==> config.mk <==
export PLATFORM = sky130hd
export DESIGN_NAME = debug_addr_scanner
export DESIGN_NICKNAME = d
export VERILOG_FILES = /design/src/rtl/debug_addr_scanner.sv
export SDC_FILE = /design/constraint.sdc
export NUM_CORES = 1
export LEC_CHECK = 0
export BUFFER_PORTS_ARGS = -buffer_cell sky130_fd_sc_hd__buf_4
export CAP_MARGIN = 40
export CORE_ASPECT_RATIO = 1.25
export CORE_UTILIZATION = 30
export CTS_BUF_LIST = sky130_fd_sc_hd__clkbuf_8
export DETAILED_ROUTE_END_ITERATION = 10
export PLACE_DENSITY = 0.49
export SLEW_MARGIN = 30
export SYNTH_ARGS = -nofsm -noshare
export SYNTH_HDL_FRONTEND = slang
export SYNTH_SLANG_ARGS = --single-unit
==> constraint.sdc <==
create_clock -name clk -period 2.88 [get_ports clk]
set_clock_uncertainty 0.2 [all_clocks]
set_input_delay 0.72 -clock clk [delete_from_list [all_inputs] [get_ports clk]]
set_output_delay 0.72 -clock clk [all_outputs]
set_load 0.1 [all_outputs]
==> src/rtl/debug_addr_scanner.sv <==
// Walks a debug read address through memory on divider ticks or push-button steps.
// It issues one read per advance and holds the returned word for the board display.
module debug_addr_scanner #(
    parameter int ADDR_W   = 8,
    parameter int DATA_W   = 32,
    parameter int ADDR_MIN = 0,
    parameter int ADDR_MAX = 255,
    parameter int RD_LAT   = 1
) (
    input  logic              clk,
    input  logic              rst_n,
    input  logic              tick_i,
    input  logic              run_i,
    input  logic              step_i,
    input  logic              dir_i,
    input  logic [DATA_W-1:0] rdata_i,
    output logic [ADDR_W-1:0] addr_o,
    output logic              rd_en_o,
    output logic [DATA_W-1:0] data_o,
    output logic              data_valid_o,
    output logic              busy_o
);
    localparam logic [ADDR_W-1:0] MIN_A    = ADDR_W'(ADDR_MIN);
    localparam logic [ADDR_W-1:0] MAX_A    = ADDR_W'(ADDR_MAX);
    localparam logic [1:0]        LAT_LOAD = 2'(RD_LAT - 1);

    typedef enum logic [2:0] {
        S_START,
        S_IDLE,
        S_ISSUE,
        S_WAIT,
        S_CAPTURE
    } state_t;

    state_t              state_reg;
    logic [2:0]          sync_meta_reg;   // {step, dir, run}
    logic [2:0]          sync_reg;
    logic                step_prev_reg;
    logic [1:0]          lat_cnt_reg;
    logic [ADDR_W-1:0]   addr_reg;
    logic                rd_en_reg;
    logic [DATA_W-1:0]   data_reg;
    logic                data_valid_reg;
    logic                busy_reg;

    logic                run_s;
    logic                dir_s;
    logic                step_s;
    logic                step_pulse;
    logic                adv;
    logic [1:0]          lat_dec;
    logic [ADDR_W-1:0]   addr_next;

    assign run_s      = sync_reg[0];
    assign dir_s      = sync_reg[1];
    assign step_s     = sync_reg[2];
    assign step_pulse = step_s & ~step_prev_reg;
    assign adv        = run_s ? tick_i : step_pulse;
    assign lat_dec    = lat_cnt_reg - 2'd1;

    // Wrap inside [ADDR_MIN, ADDR_MAX] so an out-of-range address is never driven.
    always_comb begin
        addr_next = addr_reg;
        if (dir_s) begin
            addr_next = (addr_reg == MAX_A) ? MIN_A : addr_reg + ADDR_W'(1);
        end else begin
            addr_next = (addr_reg == MIN_A) ? MAX_A : addr_reg - ADDR_W'(1);
        end
    end

    always_ff @(posedge clk or negedge rst_n) begin
        if (!rst_n) begin
            sync_meta_reg <= '0;
            sync_reg      <= '0;
            step_prev_reg <= 1'b0;
        end else begin
            sync_meta_reg <= {step_i, dir_i, run_i};
            sync_reg      <= sync_meta_reg;
            step_prev_reg <= step_s;
        end
    end

    always_ff @(posedge clk or negedge rst_n) begin
        if (!rst_n) begin
            state_reg      <= S_START;
            lat_cnt_reg    <= '0;
            addr_reg       <= MIN_A;
            rd_en_reg      <= 1'b0;
            data_reg       <= '0;
            data_valid_reg <= 1'b0;
            busy_reg       <= 1'b1;
        end else begin
            rd_en_reg      <= 1'b0;
            data_valid_reg <= 1'b0;
            case (state_reg)
                S_START: begin
                    state_reg <= S_ISSUE;
                    rd_en_reg <= 1'b1;
                    busy_reg  <= 1'b1;
                end
                S_IDLE: begin
                    // Advances arriving while a read is in flight are simply lost.
                    if (adv) begin
                        addr_reg  <= addr_next;
                        state_reg <= S_ISSUE;
                        rd_en_reg <= 1'b1;
                        busy_reg  <= 1'b1;
                    end
                end
                S_ISSUE: begin
                    lat_cnt_reg <= LAT_LOAD;
                    state_reg   <= (RD_LAT == 1) ? S_CAPTURE : S_WAIT;
                end
                S_WAIT: begin
                    lat_cnt_reg <= lat_dec;
                    if (lat_dec == 2'd0) begin
                        state_reg <= S_CAPTURE;
                    end
                end
                S_CAPTURE: begin
                    data_reg       <= rdata_i;
                    data_valid_reg <= 1'b1;
                    state_reg      <= S_IDLE;
                    busy_reg       <= 1'b0;
                end
                default: begin
                    state_reg <= S_IDLE;
                    busy_reg  <= 1'b0;
                end
            endcase
        end
    end

    assign addr_o       = addr_reg;
    assign rd_en_o      = rd_en_reg;
    assign data_o       = data_reg;
    assign data_valid_o = data_valid_reg;
    assign busy_o       = busy_reg;

endmodule
==> summary.md, run 1 <==
| Metric | Value |
|---|---|
| Commonest cells in the netlist | `dfrtp_1 (54), mux2_2 (32), a21oi_1 (10), nand2_1 (9), o21ai_0 (9)` |
| First-pass DRT Iterations | `4` |
| Crit path capture type | `output pin` |
| DR vias | `1758` |
| Layout cells sized above 1 | `48.2%` |
| Final-report hold violation count | `0` |
| Yosys top cell area share | `56.0%` |
| DRC violations left | `0` |
| Clock sinks | `55` |
| Root Buffer | `clkbuf_8` |
| GRT Util Overall | `13.2%` |
| Hold Path Class | `reg -> reg` |
| RePlAce Congestion | `0.749` |
| Slew margin rel. | `51.4%` |
| Clock-pin slew on the worst setup and hold paths | `0.11 ns` |
| Site Rows | `36` |
| Top post-synthesis cells by area | `dfrtp_1 (56%), mux2_2 (15%), a21oi_1 (2.1%)` |
| Via density per instance | `4.79` |
| Chip Width | `82.2 µm` |
| # setup viols final | `0` |
| Pin count of the biggest net entering global routing | `56` |
| RSZ-0062 raised after global routing | `false` |
| Worst Path Buf+Inv | `1` |
| IO Pins | `81` |
| DIE AREA | `0.00840 mm²` |
| Gate Count Post-Synth | `191` |
| Final setup TNS | `0 ns` |
| Total CTS buffers | `5` |
| Worst Max-Slew Pin Slew | `0.729 ns` |
| Worst-Skew Late Latency | `0.31 ns` |
| Async set-or-reset flop fraction in the synthesized netlist | `100%` |
| Post-CTS Hold Fix Bufs | `0` |
| Crit Path Class | `reg -> out` |
| Resize count post-CTS | `0` |
| Status | `finished clean` |
| Crit-path slowest cell | `dfrtp_1` |
| Synth warn | `0` |
| Max Buffers Root-to-Sink | `2` |
| Flops & latches, synth | `55` |
| H-tree Lvls | `2` |
| Fmax | `0.453 GHz` |
| Ant diodes | `0` |
| Congestion Overflow GR | `0` |
| Yosys top cell by area | `dfrtp_1` |
| First-pass GRT wire length | `8360 µm` |
| Crit path max-delay family | `flip-flops` |
| Initial antenna violation count | `0` |
| Worst-path cell chain | `buf_4` |
| Max stage delay on crit path | `0.61 ns` |
| Starting Density | `30.9%` |
| Crit path time final | `2.21 ns` |
| Top-count cell post-synth | `dfrtp_1` |
| Seq/Total Area, Yosys | `57.1%` |
| Post-DP HPWL | `3630 µm` |
| WL per Instance | `14.1 µm` |
| Worst path required time | `1.96 ns` |
| Iteration-0 DRC Markers | `70` |
| EDFF count, synth | `0` |
| Critical Path Source Type | `register` |
| Max_cap viols | `0` |
| Final worst path period share | `76.7%` |
| Total Nets Final | `313` |
| Number of flip-flops in the largest register | `32` |
| Critical path arrival | `1.29 ns` |
| Vias in the first global route | `1764` |
| Final Max Tran Viols | `0` |
| CTS tree | `done` |
| Area grow syn2layout | `32.6%` |
| Die Y | `102 µm` |
| Prevailing post-synth register cell | `dfrtp_1` |
| Setup bufs post-CTS | `0` |
| Area of the core | `0.00779 mm²` |
| Max FO, Critical Path | `11` |
| Syn_area_per_cell | `12.6 µm²` |
| Mapped Area | `0.00241 mm²` |
| Synth cell types | `44` |
| IO buf count | `80` |
| DRT Wirelength | `5170 µm` |
| Net Count, Synth | `233` |
| Post-DRT Antenna Nets | `0` |
-- path summary, 6_finish.rpt --
check,startpoint,endpoint,cells past startpoint,slack [ns]
min in group asynchronous,rst_n,addr_o[7],1,0.25
worst max-delay path,addr_o[3],addr_o[3],1,0.67
worst max register to register,addr_o[0],addr_o[4],6,0.88
worst min-delay path,sync_meta_reg[0],sync_reg[0],0,0.16
max in group asynchronous,rst_n,data_o[9],1,1.73
worst min register to register,sync_meta_reg[0],sync_reg[0],0,0.16
-- kinds of logic after synthesis --
logic type	after synthesis	synth area share, %
simple gates	45	11.2
mux	33	15.4
xor+xnor	2	0.727
compound gates	38	10.5
fa+ha+maj	4	2.08
flops	55	57.1
buf+inv	14	3.01
-- layout by cell type (no fill, tap or decap), types with 2 or more instances in the layout --
| master | Yosys | final |
|---|---|---|
| buf_4 | 0 | 81 |
| dfrtp_1 | 54 | 54 |
| mux2_2 | 32 | 32 |
| a21oi_1 | 10 | 10 |
| nand2_1 | 9 | 9 |
| o21ai_0 | 9 | 9 |
| nor2_1 | 8 | 8 |
| nand3_1 | 6 | 6 |
| inv_1 | 6 | 6 |
| clkbuf_8 | 0 | 6 |
| nor3b_1 | 4 | 4 |
| a21o_1 | 4 | 4 |
| ha_1 | 4 | 4 |
| nor3_4 | 1 | 2 |
| and4_2 | 2 | 2 |
| o21a_1 | 2 | 2 |
| nor2b_1 | 2 | 2 |
| xnor2_1 | 2 | 2 |
| nand3b_1 | 2 | 2 |
| nor3_1 | 2 | 2 |
| a211oi_1 | 2 | 2 |
-- metrics by stage --
step	cells	cell area (µm²)	hold WS (ns)	setup WS, ns	util, %
CTS	367	3200	0.167	0.657	41.0
floorplan	191	2410	0.131	0.379	-
detailed placement	359	3090	0.136	0.867	39.7
global route	367	3200	0.180	0.605	41.0
global placement	359	3090	0.132	0.894	39.7
finish	367	3200	0.161	0.671	41.0
-- cell type report --
class	instances	area, µm²
well taps	95	119
flip-flops and latches	55	1380
fillers	769	4600
repair buffers	81	608
inverters	6	22.5
clock inverters	2	20.0
clock buffers	6	82.6
multi-input cells	122	967
-- routing by layer --
| layer | vias to the layer above | routed length, µm | track usage [%] |
|---|---|---|---|
| met3 | 4 | 491 | 6.25 |
| met2 | 59 | 2410 | 20.3 |
| met1 | 850 | 2230 | 16.6 |
| met4 | 0 | 41 | 3.24 |
| met5 | - | 0 | 0 |
| li1 | 845 | - | - |
Power of run 1 is not shown: default switching activity piles up to over one toggle a cycle in this logic, so the estimate is an artifact.
==> run 2: changes to the inputs <==
PLACE_DENSITY = 0.51   (was 0.49)
clock period = 2 ns   (was 2.88 ns; I/O delays follow)
==> run 2 against run 1 <==
  * Routed wire length down 2.9%
  * Die area unchanged
  * Final cell count up 3.0%
  * Worst hold slack worse by 0.061 ns
  * First-iteration DRC count down 61%
  * Count of clock-buffer cells in the layout down 1
  * Critical path depth up 4
  * Design area up 4.6%
==> summary.md, run 2 (synthesis results as in run 1) <==
| Metric | Value |
|---|---|
| Max stage delay on crit path | `0.52 ns (was 0.61 ns)` |
| Root Buffer | `clkbuf_8 (unchanged)` |
| Max_cap viols | `0 (unchanged)` |
| WL per Instance | `13.3 µm (was 14.1 µm)` |
| Area of the multi-input gates | `976 µm² (was 967 µm²)` |
| IO Pins | `81 (unchanged)` |
| Pin count of the biggest net entering global routing | `34 (was 56)` |
| Total CTS buffers | `5 (unchanged)` |
| Worst Path Buf+Inv | `1 (unchanged)` |
| Fill cells | `752 (was 769)` |
| Area of the core | `0.00779 mm² (unchanged)` |
| First-pass GRT wire length | `8290 µm (was 8360 µm)` |
| Number of flip-flops in the largest register | `32 (unchanged)` |
| Post-DRT Antenna Nets | `0 (unchanged)` |
| Area grow syn2layout | `38.7% (was 32.6%)` |
| First-pass DRT Iterations | `4 (unchanged)` |
| Post-DP HPWL | `3700 µm (was 3630 µm)` |
| CTS tree | `done (unchanged)` |
| Ant diodes | `0 (unchanged)` |
| Crit path time final | `1.87 ns` |
| DIE AREA | `0.00840 mm² (unchanged)` |
| Fmax | `0.536 GHz` |
| Design Area, Final | `0.00334 mm² (was 0.00320 mm²)` |
| DRC violations left | `0 (unchanged)` |
| Area post-placement | `0.00321 mm² (was 0.00309 mm²)` |
| Site Rows | `36 (unchanged)` |
| Chip Width | `82.2 µm (unchanged)` |
| Commonest non-fill, non-tap cells in the layout | `buf_4 (89), dfrtp_1 (46), mux2_2 (32) (was buf_4 (81), dfrtp_1 (54), mux2_2 (32), a21oi_1 (10))` |
| Final worst path period share | `93.3%` |
| Crit path max-delay family | `simple AND/OR/NAND/NOR gates (was flip-flops)` |
| DRT Wirelength | `5020 µm (was 5170 µm)` |
| Iteration-0 DRC Markers | `27 (was 70)` |
| RePlAce Congestion | `0.778 (was 0.749)` |
| Crit path capture type | `register (was output pin)` |
| Final-report hold violation count | `0 (unchanged)` |
| Worst Max-Slew Pin Slew | `0.376 ns (was 0.729 ns)` |
| Via density per instance | `4.79 (about the same)` |
| Final Max Tran Viols | `0 (unchanged)` |
| Max FO, Critical Path | `7 (was 11)` |
| Slew margin rel. | `74.9% (was 51.4%)` |
| Most common cell after layout, fill and taps aside | `buf_4 (unchanged)` |
| Hold Path Class | `in -> reg (was reg -> reg)` |
| Status | `finished clean (unchanged)` |
| Worst path required time | `2.01 ns (was 1.96 ns)` |
| Hold slack | `0.101 ns (was 0.161 ns)` |
| Clock sinks | `55 (unchanged)` |
| Congestion Overflow GR | `0 (unchanged)` |
| Initial antenna violation count | `0 (unchanged)` |
| RSZ-0062 raised after global routing | `false (unchanged)` |
| # setup viols final | `0 (unchanged)` |
| GRT Util Overall | `13.0% (was 13.2%)` |
| Total Nets Final | `324 (was 313)` |
| Layout cells sized above 1 | `53.0% (was 48.2%)` |
| Setup bufs post-CTS | `0 (unchanged)` |
| Crit-path slowest cell | `dfrtp_4 (was dfrtp_1)` |
| H-tree Lvls | `2 (unchanged)` |
| Worst-Skew Late Latency | `0.30 ns (was 0.31 ns)` |
| Starting Density | `30.9% (unchanged)` |
| Max Buffers Root-to-Sink | `2 (unchanged)` |
| Clock-pin slew on the worst setup and hold paths | `0.10 ns (was 0.11 ns)` |
| Die Y | `102 µm (unchanged)` |
| Critical Path Source Type | `register (unchanged)` |
| Worst-path cell chain | `inv_1 -> ha_1 -> nor2_1 -> or4_4 -> a221oi_2 (was buf_4)` |
| Reg area | `0.00140 mm² (was 0.00138 mm²)` |
| Crit Path Class | `reg -> reg (was reg -> out)` |
| IO buf count | `80 (unchanged)` |
| Vias in the first global route | `1750 (was 1764)` |
| Critical path arrival | `1.87 ns (was 1.29 ns)` |
| DR vias | `1811 (was 1758)` |
run 2: cell types whose count changed in the layout (fill, tap and decap cells not counted), moves of 2 or more:
| cell | before | now |
|---|---|---|
| dfrtp_4 | 0 | 4 |
| buf_12 | 0 | 2 |
| dfrtp_2 | 0 | 4 |
| dfrtp_1 | 54 | 46 |
| buf_4 | 81 | 89 |
run 2: path summary, 6_finish.rpt:
| check | startpoint | to | slack [ns] | cells past startpoint |
|---|---|---|---|---|
| worst max-delay path | addr_o[1] | addr_o[7] | 0.13 | 5 |
| worst min-delay path | step_i | sync_meta_reg[2] | 0.10 | 1 |
| worst max register to register | addr_o[1] | addr_o[7] | 0.13 | 5 |
| worst min register to register | sync_meta_reg[1] | sync_reg[1] | 0.15 | 0 |
| max in group asynchronous | rst_n | addr_o[3] | 0.66 | 3 |
| min in group asynchronous | rst_n | data_o[1] | 0.45 | 2 |
run 2: timing repair:
action,in CTS,in global routing
hold buffers,1,0
hold endpoints to repair,26,0
setup endpoints to repair,0,2
resized for setup,0,2
run 2: layout make-up:
type / instances / share of cell area [%]
Clock buffer: 5 / 2.06
Inverter: 6 / 0.674
Sequential cell: 55 / 41.8
Timing Repair Buffer: 92 / 21.5
Tap cell: 95 / 3.56
Clock inverter: 3 / 1.24
Multi-Input combinational cell: 122 / 29.2
run 2: routing by layer:
layer  vias to the layer above  track usage, %  part of all wire (%)
met2                        54            20.8                    50
met5                         -               0                     0
li1                        865               -                     -
met3                         4            5.09                   7.5
met4                         0            3.24                  0.54
met1                       888            16.4                    42
run 2: metrics by stage:
stage | worst slack [ns] | utilization, % | std cells | TNS, ns
detailed placement | 0.155 | 41.2 | 369 | 0
global placement | 0.153 | 41.2 | 369 | 0
finish | 0.134 | 42.9 | 378 | 0
CTS | 0.125 | 42.8 | 378 | 0
floorplan | -0.0253 | - | 191 | -0.0253
global route | 0.0284 | 42.9 | 378 | 0
Power of run 2 is left out for the same reason.
